===== src/rtl/detect_sequence_pkg.sv =====
// Shared types and helpers for the multi-pattern serial sequence detector.
// Pattern-side types are sized by PAT_W; the top-level W must match it.
// Counter width is a per-instance parameter, so cnt_t is only the default width.
package detect_sequence_pkg;

    localparam int unsigned PAT_W     = 8;
    localparam int unsigned LANES     = 4;
    localparam int unsigned DEF_CNT_W = 16;
    localparam int unsigned LEN_W     = $clog2(PAT_W + 1);

    typedef logic [LEN_W-1:0]     len_t;
    typedef logic [LEN_W-1:0]     fill_t;
    typedef logic [PAT_W-1:0]     pat_t;
    typedef logic [DEF_CNT_W-1:0] cnt_t;

    typedef struct packed {
        logic en;
        logic ovl;
        len_t len;
        pat_t pat;
    } lane_cfg_t;

    // A pattern must be at least two bits and no longer than the history window.
    function automatic logic len_legal(input len_t len);
        return (len >= LEN_W'(2)) && (len <= LEN_W'(PAT_W));
    endfunction

endpackage


===== src/rtl/detect_sequence_multi_if.sv =====
// Stream, configuration and result signals of detect_sequence_multi.
// master: drives in_vld/in, cfg_*, cnt_clr; observes match_r, cnt_r, cfg_err_r.
// slave : the detector side of the same signals.
interface detect_sequence_multi_if #(
    parameter int unsigned W     = detect_sequence_pkg::PAT_W,
    parameter int unsigned N     = detect_sequence_pkg::LANES,
    parameter int unsigned CNT_W = detect_sequence_pkg::DEF_CNT_W
);
    logic                     in_vld;
    logic                     in;
    logic                     cfg_vld;
    logic [$clog2(N)-1:0]     cfg_id;
    logic                     cfg_en;
    logic                     cfg_ovl;
    logic [$clog2(W+1)-1:0]   cfg_len;
    logic [W-1:0]             cfg_pat;
    logic                     cnt_clr;
    logic [N-1:0]             match_r;
    logic [N*CNT_W-1:0]       cnt_r;
    logic                     cfg_err_r;

    modport master (
        output in_vld, in, cfg_vld, cfg_id, cfg_en, cfg_ovl, cfg_len, cfg_pat, cnt_clr,
        input  match_r, cnt_r, cfg_err_r
    );

    modport slave (
        input  in_vld, in, cfg_vld, cfg_id, cfg_en, cfg_ovl, cfg_len, cfg_pat, cnt_clr,
        output match_r, cnt_r, cfg_err_r
    );
endinterface


===== src/rtl/detect_sequence_lane.sv =====
// One pattern lane: holds its configuration, beat fill counter, hit compare,
// registered match pulse and saturating match counter.
// Ports: clk, rst_n; window (history + current bit, newest at bit 0), in_vld,
// cfg_wr/cfg_new (legal config write for this lane), cnt_clr;
// match_r (one-cycle pulse per hit), cnt_r (saturating hit count).
module detect_sequence_lane
    import detect_sequence_pkg::*;
#(
    parameter int unsigned CNT_W = DEF_CNT_W
) (
    input  logic             clk,
    input  logic             rst_n,
    input  pat_t             window,
    input  logic             in_vld,
    input  logic             cfg_wr,
    input  lane_cfg_t        cfg_new,
    input  logic             cnt_clr,
    output logic             match_r,
    output logic [CNT_W-1:0] cnt_r
);

    lane_cfg_t cfg_r;
    fill_t     fill_r;

    pat_t mask_c;
    len_t len_m1_c;
    logic hit_c;

    // Compare only the low len bits; fill guarantees the window holds len real beats.
    always_comb begin
        mask_c   = pat_t'((32'd1 << cfg_r.len) - 32'd1);
        len_m1_c = cfg_r.len - LEN_W'(1);
        hit_c    = in_vld && cfg_r.en && (fill_r >= len_m1_c)
                   && ((window & mask_c) == (cfg_r.pat & mask_c));
    end

    // Configuration; a write always restarts the fill count.
    always_ff @(posedge clk or negedge rst_n) begin
        if (!rst_n) begin
            cfg_r  <= '0;
            fill_r <= '0;
        end else begin
            if (cfg_wr) begin
                cfg_r <= cfg_new;
            end
            if (cfg_wr) begin
                fill_r <= '0;
            end else if (hit_c && !cfg_r.ovl) begin
                fill_r <= '0;
            end else if (in_vld && (fill_r != LEN_W'(PAT_W))) begin
                fill_r <= fill_r + LEN_W'(1);
            end
        end
    end

    // Match pulse and saturating counter; clear beats a coincident hit.
    always_ff @(posedge clk or negedge rst_n) begin
        if (!rst_n) begin
            match_r <= 1'b0;
            cnt_r   <= '0;
        end else begin
            match_r <= hit_c;
            if (cnt_clr) begin
                cnt_r <= '0;
            end else if (hit_c && (cnt_r != '1)) begin
                cnt_r <= cnt_r + CNT_W'(1);
            end
        end
    end

endmodule


===== src/rtl/detect_sequence_multi.sv =====
// Runtime-programmable multi-pattern serial sequence detector.
// Ports: clk, rst_n (async active-low); bus (slave modport) carrying the
// qualified bit stream, lane configuration writes, counter clear, per-lane
// match pulses, per-lane match counters and the illegal-config pulse.
// W must equal detect_sequence_pkg::PAT_W; N and CNT_W are free.
module detect_sequence_multi
    import detect_sequence_pkg::*;
#(
    parameter int unsigned W     = PAT_W,
    parameter int unsigned N     = LANES,
    parameter int unsigned CNT_W = DEF_CNT_W
) (
    input  logic                    clk,
    input  logic                    rst_n,
    detect_sequence_multi_if.slave  bus
);

    localparam int unsigned ID_W = $clog2(N);

    logic [PAT_W-2:0]   hist_r;
    logic               cfg_err_r;
    pat_t               window_c;
    lane_cfg_t          cfg_new_c;
    logic               cfg_ok_c;
    logic [N-1:0]       match_v;
    logic [N*CNT_W-1:0] cnt_v;

    // Current bit is the newest element of every lane's window.
    always_comb begin
        window_c  = {hist_r, bus.in};
        cfg_ok_c  = len_legal(bus.cfg_len);
        cfg_new_c = '{en: bus.cfg_en, ovl: bus.cfg_ovl, len: bus.cfg_len, pat: bus.cfg_pat};
    end

    // Bit history, advancing only on qualified beats.
    always_ff @(posedge clk or negedge rst_n) begin
        if (!rst_n) begin
            hist_r <= '0;
        end else if (bus.in_vld) begin
            hist_r <= {hist_r[PAT_W-3:0], bus.in};
        end
    end

    // Illegal-length writes are dropped and flagged for one cycle.
    always_ff @(posedge clk or negedge rst_n) begin
        if (!rst_n) begin
            cfg_err_r <= 1'b0;
        end else begin
            cfg_err_r <= bus.cfg_vld && !cfg_ok_c;
        end
    end

    for (genvar i = 0; i < N; i++) begin : g_lane
        logic wr_c;
        assign wr_c = bus.cfg_vld && cfg_ok_c && (bus.cfg_id == ID_W'(i));

        detect_sequence_lane #(
            .CNT_W (CNT_W)
        ) u_lane (
            .clk     (clk),
            .rst_n   (rst_n),
            .window  (window_c),
            .in_vld  (bus.in_vld),
            .cfg_wr  (wr_c),
            .cfg_new (cfg_new_c),
            .cnt_clr (bus.cnt_clr),
            .match_r (match_v[i]),
            .cnt_r   (cnt_v[i*CNT_W +: CNT_W])
        );
    end

    assign bus.match_r   = match_v;
    assign bus.cnt_r     = cnt_v;
    assign bus.cfg_err_r = cfg_err_r;

endmodule

===== src/flat_wrapper.sv =====
// flat-port wrapper written by rule: the top's interface ports become plain ports
module detect_sequence_multi_flat import detect_sequence_pkg::*;
#(
    parameter int unsigned W     = PAT_W,
    parameter int unsigned N     = LANES,
    parameter int unsigned CNT_W = DEF_CNT_W
)
  (clk, rst_n, bus_in_vld, bus_in, bus_cfg_vld, bus_cfg_id, bus_cfg_en, bus_cfg_ovl, bus_cfg_len, bus_cfg_pat, bus_cnt_clr, bus_match_r, bus_cnt_r, bus_cfg_err_r);
  detect_sequence_multi_if #(.W(W), .N(N), .CNT_W(CNT_W)) bus_i ();
  input  logic clk;
  input  logic rst_n;
  input wire logic [$bits(bus_i.in_vld)-1:0] bus_in_vld;
  input wire logic [$bits(bus_i.in)-1:0] bus_in;
  input wire logic [$bits(bus_i.cfg_vld)-1:0] bus_cfg_vld;
  input wire logic [$bits(bus_i.cfg_id)-1:0] bus_cfg_id;
  input wire logic [$bits(bus_i.cfg_en)-1:0] bus_cfg_en;
  input wire logic [$bits(bus_i.cfg_ovl)-1:0] bus_cfg_ovl;
  input wire logic [$bits(bus_i.cfg_len)-1:0] bus_cfg_len;
  input wire logic [$bits(bus_i.cfg_pat)-1:0] bus_cfg_pat;
  input wire logic [$bits(bus_i.cnt_clr)-1:0] bus_cnt_clr;
  output wire logic [$bits(bus_i.match_r)-1:0] bus_match_r;
  output wire logic [$bits(bus_i.cnt_r)-1:0] bus_cnt_r;
  output wire logic [$bits(bus_i.cfg_err_r)-1:0] bus_cfg_err_r;
  assign bus_i.in_vld = bus_in_vld;
  assign bus_i.in = bus_in;
  assign bus_i.cfg_vld = bus_cfg_vld;
  assign bus_i.cfg_id = bus_cfg_id;
  assign bus_i.cfg_en = bus_cfg_en;
  assign bus_i.cfg_ovl = bus_cfg_ovl;
  assign bus_i.cfg_len = bus_cfg_len;
  assign bus_i.cfg_pat = bus_cfg_pat;
  assign bus_i.cnt_clr = bus_cnt_clr;
  assign bus_match_r = bus_i.match_r;
  assign bus_cnt_r = bus_i.cnt_r;
  assign bus_cfg_err_r = bus_i.cfg_err_r;
  detect_sequence_multi #(.W(W), .N(N), .CNT_W(CNT_W)) u_core (.clk(clk), .rst_n(rst_n), .bus(bus_i));
endmodule

===== config.mk =====
export PLATFORM = sky130hd
export DESIGN_NAME = detect_sequence_multi_flat
export DESIGN_NICKNAME = d
export VERILOG_FILES = /design/src/rtl/detect_sequence_pkg.sv /design/src/rtl/detect_sequence_multi_if.sv /design/src/rtl/detect_sequence_lane.sv /design/src/rtl/detect_sequence_multi.sv /design/src/flat_wrapper.sv
export SDC_FILE = /design/constraint.sdc
export NUM_CORES = 1
export LEC_CHECK = 0
export BUFFER_PORTS_ARGS = -buffer_cell sky130_fd_sc_hd__buf_2
export CAP_MARGIN = 0
export CORE_MARGIN = 8
export CORE_UTILIZATION = 54
export DETAILED_ROUTE_END_ITERATION = 8
export PLACE_DENSITY = 0.78
export RECOVER_POWER = 100
export SYNTH_ARGS = -nofsm -noshare
export SYNTH_HDL_FRONTEND = slang
export SYNTH_SLANG_ARGS = --single-unit
export TNS_END_PERCENT = 100

===== constraint.sdc =====
create_clock -name clk -period 3.2 [get_ports clk]
set_clock_uncertainty 0.1 [all_clocks]
set_input_delay 0.32 -clock clk [delete_from_list [all_inputs] [get_ports clk]]
set_output_delay 0.32 -clock clk [all_outputs]
set_load 0.02 [all_outputs]

==> Word-level counts from Yosys, hierarchy flattened <==
Cells that the tools add are included.
{ "classes": {"addsub": 16, "order_cmp": 6, "eq_ne": 15, "n_shift": 4, "n_mux": 20, "n_bitwise": 8, "n_reduce_logical": 45} }
{ "op_table": {"columns": ["operator", "count"], "rows": [
  ["16-bit two-way mux", 8],
  ["16-bit by 1-bit adder with 16-bit output, second input constant", 4],
  ["8-bit AND", 8],
  ["16-bit inequality test, second input constant", 4],
  ["4-bit two-way mux", 12],
  ["8-bit equality test", 4],
  ["1-bit by 4-bit left shift with 8-bit output, first input constant", 4],
  ["8-bit by 1-bit subtractor with 8-bit output, second input constant", 4],
  ["1-bit logical AND", 31],
  ["4-bit by 1-bit adder with 4-bit output, second input constant", 4],
  ["4-bit >= comparator", 4],
  ["4-bit inequality test, second input constant", 4],
  ["4-bit by 1-bit subtractor with 4-bit output, second input constant", 4],
  ["3-bit nonzero test", 4],
  ["2-bit nonzero test", 4],
  ["1-bit zero test", 5],
  ["2-bit equality test, second input constant", 2],
  ["4-bit by 2-bit >= comparator with 1-bit output, second input constant", 1],
  ["4-bit less-or-equal comparator, second input constant", 1],
  ["2-bit by 1-bit equality test with 1-bit output, second input constant", 1],
  ["2-bit zero test", 1]
]} }
{ "word_totals": {"regBits": 148, "word_cells": 144} }

==> Depth between registers and ports, before layout <==
{ "depth": {"depth_word": 8, "depth_mapped": 15, "mapped_depth_nobuf": 12} }

==> By module <==
A second synthesis with hierarchy kept.
{ "unflattened": {"cells_unflattened": 904, "hier_area_um2": 9225.1} }
{ "by_module_without_submodules": {"columns": ["module", "n_inst", "cells_each", "area_each_um2", "seq_area_each_um2"], "rows": [
  ["detect_sequence_lane at u_core.g_lane[0].u_lane ...", 3, 221, 2230.9, 875.8],
  ["detect_sequence_lane at u_core.g_lane[1].u_lane", 1, 214, 2168.3, 875.8],
  ["detect_sequence_multi", 1, 27, 364.1, 200.2]
]} }

==> Worst setup path before layout <==
OpenSTA, ideal clock, no wires.
{ "synth_timing": {"path_type": "reg-to-reg", "startpoint": "reg u_core.g_lane[1].u_lane.cfg_r[8] in the netlist's numbering", "endpoint": "reg u_core.g_lane[1].u_lane.cnt_r[1]", "arrival_ps": 3231, "required_ps": 2968, "slack_ps": -263, "stages_incl_launch_ff": 16, "period_less_slack_ps": 3463, "path_cell_list": "dfrtp_1 inv_1 ha_1 buf_2 or3b_1 ha_1 clkbuf_1 or4bb_1 a41o_1 o2111ai_1 nor4_2 nand2b_1 clkbuf_1 buf_2 mux2i_1 nor2_1"} }
{ "synth_via": {"elab_chain_cells": 7} }
{ "synth_rtl": {"columns": ["item", "line", "text"], "rows": [
  ["from (decl)", "detect_sequence_lane.sv:22", "lane_cfg_t cfg_r;"],
  ["from (signal assigned)", "detect_sequence_lane.sv:44", "cfg_r <= cfg_new;"],
  ["1-bit by 4-bit left shift with 8-bit output", "detect_sequence_lane.sv:31", "mask_c = pat_t'((32'd1 << cfg_r.len) - 32'd1);"],
  ["8-bit by 1-bit subtractor with 8-bit output", "detect_sequence_lane.sv:31", null],
  ["8-bit AND", "detect_sequence_lane.sv:34", "&& ((window & mask_c) == (cfg_r.pat & mask_c));"],
  ["8-bit equality test", "detect_sequence_lane.sv:34", null],
  ["1-bit logical AND (*)", "detect_sequence_lane.sv:34", null],
  ["via u_core.g_lane[1].u_lane.hit_c", "detect_sequence_lane.sv:27", "logic hit_c;"],
  ["1-bit logical AND (*)", "detect_sequence_lane.sv:65", "end else if (hit_c && (cnt_r != '1)) begin"],
  ["2-bit nonzero test (no source line) (*)", null, null],
  ["to (signal assigned)", "detect_sequence_lane.sv:66", "cnt_r <= cnt_r + CNT_W'(1);"],
  ["to (decl)", "detect_sequence_lane.sv:19", "output logic [CNT_W-1:0] cnt_r"]
]} }
The timed path passes the listed nets; every way through them passes the cells marked *.
A chain may end at the register's enable or synchronous reset.

==> Final worst setup path <==
{ "layout_timing": {"startpoint": "reg u_core.g_lane[1].u_lane.cfg_r[9] in the netlist's numbering", "endpoint": "reg u_core.g_lane[1].u_lane.cnt_r[10]"} }
Same word-level chain as after synthesis.

==> summary.txt <==
Synth
  – Syn Std Cell Area: 8890 um^2
  – Seq cells post-synth: 148
  – Warnings, synthesis: 0
  – Synth Instances: 908
  – Largest cells by area after synthesis: dfrtp_1, mux2_2, ha_1
  – Yosys top cell by area: dfrtp_1
  – Net count after synthesis: 982
  – Register area share after synthesis: 41.7%
  – Share of the synthesized area in the top cell type: 41.7%
  – Asr flop ratio synth: 100%
  – Main synth FF type: dfrtp_1
  – Cell variety after synth: 69
  – Post-synth EDFFs: 0
  – Synthesized area per cell: 9.79 um^2

Pwr
  – Combinational share of power: 33.5%
  – Power Dens Cells: 645 nW/um^2
  – VDD IR-drop max: 0.425 mV
  – Clock power frac: 30.0%
  – P_int: 4.52 mW
  – Switching power: 2.28 mW
  – Flop pwr share: 36.5%
  – Pleak: 4.46 nW
  – Net Sw Frac: 33.5%
  – Tot Pwr: 6.80 mW

Floorplan
  – Initial core utilization: 54.4%
  – Chip Width: 144 um
  – Core area: 16300 um^2
  – I/O Pins: 91
  – Rows: 47
  – Die area: 20800 um^2
  – Die Y: 144 um

Clocking
  – Root Buffer: clkbuf_16
  – H-tree depth: 4
  – TritonCTS Buffers: 17
  – Clock transition at the registers of the reported paths: 0.06 ns
  – TritonCTS clock tree: done
  – Longest Clk Path Bufs: 2
  – Clock latency at the later pin of the worst-skew pair: 0.42 ns
  – # clock sinks: 148

STA
  – Period utilization: 96.5%
  – Final hold vios: 0
  – Slew HR: -11.1%
  – # setup viols final: 0
  – Fmax: 0.324 GHz
  – Minimum period implied by the final worst setup slack: 3.09 ns
  – Count of pins over their slew limit: 66
  – Worst-margin pin slew: 1.67 ns
  – TNS Setup: 0 ns
  – RSZ-0062 raised after global routing: yes

Final layout
  – Nets: 1099
  – Most frequent cells in the layout: dfrtp_1, clkbuf_1, nor2_1
  – Most common cell after layout, fill and taps aside: dfrtp_1
  – Number of diodes: 0
  – Share of cells above drive strength 1: 21.4%
  – Layout area overhead: 18.7%

Setup path
  – Largest fanout on the critical path: 11
  – CP max-delay cell: or4_4
  – Arrival time at the worst endpoint: 3.34 ns
  – Slowest cell delay on critical path: 0.48 ns
  – CP Cell Sequence: inv_2, ha_4, or3b_4, ha_4, or4b_2, a41o_1, o2111ai_2, nor4_4, nand2b_1, buf_12, or4_4, a21oi_2
  – CP startpoint: u_core.g_lane[1].u_lane.cfg_r[9]$_DFFE_PN0P_
  – WP data required: 3.45 ns
  – Worst Setup End Kind: register
  – FF-to-FF path depth: 12
  – Crit path launch type: register
  – CP most frequent cell: ha_4
  – Setup crit end: u_core.g_lane[1].u_lane.cnt_r[10]$_DFFE_PN0P_
  – Worst reg2reg path endpoint: u_core.g_lane[1].u_lane.cnt_r[10]$_DFFE_PN0P_
  – R2R setup slack: 0.11 ns
  – Worst flop-to-flop path startpoint: u_core.g_lane[1].u_lane.cfg_r[9]$_DFFE_PN0P_
  – Critical path class: register to register

Placed design
  – Number of port buffers: 90
  – Routability congestion estimate: 0.837
  – Dpl hpwl: 15200 um

Routing
  – Wire per inst: 17.2 um
  – Post-route ant nets: 0
  – Vias: 7255
  – Drt total wl: 21600 um
  – DRT Pass-1 Iters: 5
  – Initial drt markers: 443
  – # DRC: 0
  – Avg Vias per Cell: 5.77

Global routing
  – All-Layer GR Usage: 21.0%
  – Initial antenna violation count: 0
  – Number of global-route vias before repair: 7011
  – GRT overflow: 0
  – Largest net degree at the start of global routing: 66
  – Global-route wire length before repair: 34900 um

Worst hold path
  – Hold Crit Start: bus_cfg_vld
  – Worst Hold Class: input pin to register

Run status
  – Failing checks: capacitance limit, slew limit
  – Result of the run: finished, violations left

Run
  – Max-cap violations: 1
[how the worst min path moves through the flow]
stage | end | depth (start not counted)
after CTS | u_core.bus.cfg_err_r$_DFF_PN0_ | 3
after global placement | u_core.g_lane[1].u_lane.cnt_r[7]$_DFFE_PN0P_ | 1
after floorplan | u_core.bus.cfg_err_r$_DFF_PN0_ | 0
after global routing | u_core.bus.cfg_err_r$_DFF_PN0_ | 3
final | u_core.bus.cfg_err_r$_DFF_PN0_ | 3
after detailed placement | u_core.g_lane[1].u_lane.cnt_r[5]$_DFFE_PN0P_ | 1
[kinds of logic after synthesis]
kind of cell / count (synthesis) / synth area share [%]
AND/OR/NAND/NOR: 320 / 19.1
AO/OA/AOI/OAI: 153 / 11.0
flip-flops: 148 / 41.7
buffers and inverters: 86 / 4.05
multiplexers: 80 / 10.0
XOR/XNOR: 69 / 6.80
adder cells (fa/ha/maj): 52 / 7.32
[registers in the layout (all words and copies together) (netlist names)]
register,cells
u_core.g_lane.u_lane.cfg_r,56
u_core.g_lane.u_lane.cnt_r,64
u_core.bus.cfg_err_r,1
u_core.hist_r,7
u_core.g_lane.u_lane.match_r,4
u_core.g_lane.u_lane.fill_r,16
[cell usage after synthesis (9+ instances only)]
library cell / n
dfrtp_1: 148
nor2_1: 72
mux2_2: 69
nand2_1: 56
ha_1: 52
xnor2_1: 47
a21oi_1: 45
clkbuf_1: 37
o21ai_0: 35
inv_1: 32
nand3_1: 28
nor3_1: 26
nand4_1: 23
xor2_1: 22
nor2b_1: 20
or3_1: 19
o31ai_1: 16
or4_1: 16
and3_1: 14
a31oi_1: 10
mux2i_1: 9
o21ai_1: 9
[power groups by stage]
stage | Sequential [mW] | Clock (mW) | Combinational (mW)
3_3_place_gp | 2.49 | 0 | 2.08
3_5_place_dp | 2.51 | 0 | 2.16
4_1_cts | 2.48 | 2.07 | 2.18
6_report | 2.49 | 2.04 | 2.28
2_1_floorplan | 2.39 | 0 | 1.67
5_1_grt | 2.53 | 2.15 | 2.56
[area by class of cell]
class                      instances  area (um^2)
multi-input combinational        675         5000
fill                            1340         5800
clock inverter                     9          126
clock buffer                      23          478
sequential                       148         3700
inverter                          33          124
tap                              220          275
timing repair buffer             150          837
[layer usage]
| layer | track usage (%) | wire, um | vias up |
|---|---|---|---|
| met5 | 0 | 0 | - |
| met4 | 6.79 | 407 | 0 |
| met3 | 4.09 | 972 | 34 |
| met2 | 33.7 | 10300 | 169 |
| met1 | 28.1 | 9900 | 3555 |
| li1 | - | - | 3497 |
[through the flow]
step | hold WS, ns | std cells | util, % | setup slack [ns] | instance area, um^2
2_1_floorplan | -0.0756 | 908 | - | -0.0101 | 8960
3_3_place_gp | 0.235 | 1212 | 59.9 | 0.00502 | 9780
6_report | 0.0374 | 1258 | 64.5 | 0.112 | 10500
3_5_place_dp | 0.236 | 1212 | 59.9 | -0.122 | 9780
4_1_cts | 0.0253 | 1249 | 63.9 | 0.0131 | 10400
5_1_grt | 0.0393 | 1258 | 64.5 | -0.0192 | 10500
[critical path, delay by kind of cell (launching register included)]
family                     cells  cell delay [ns]
adders and majority gates      2             0.33
AOI/OAI and AO/OA              3             0.43
buffers and inverters          2             0.27
DFF                            1             0.39
and+or+nand+nor                5             1.50
[repair_timing]
action	CTS	global route
gates resized for setup	4	31
setup buffers	4	7
gates cloned	0	3
hold endpoints to repair	62	0
hold buffers	1	0
pin swaps	7	8
endpoints found under the setup margin	19	38
(Power assumes the default switching activity.)
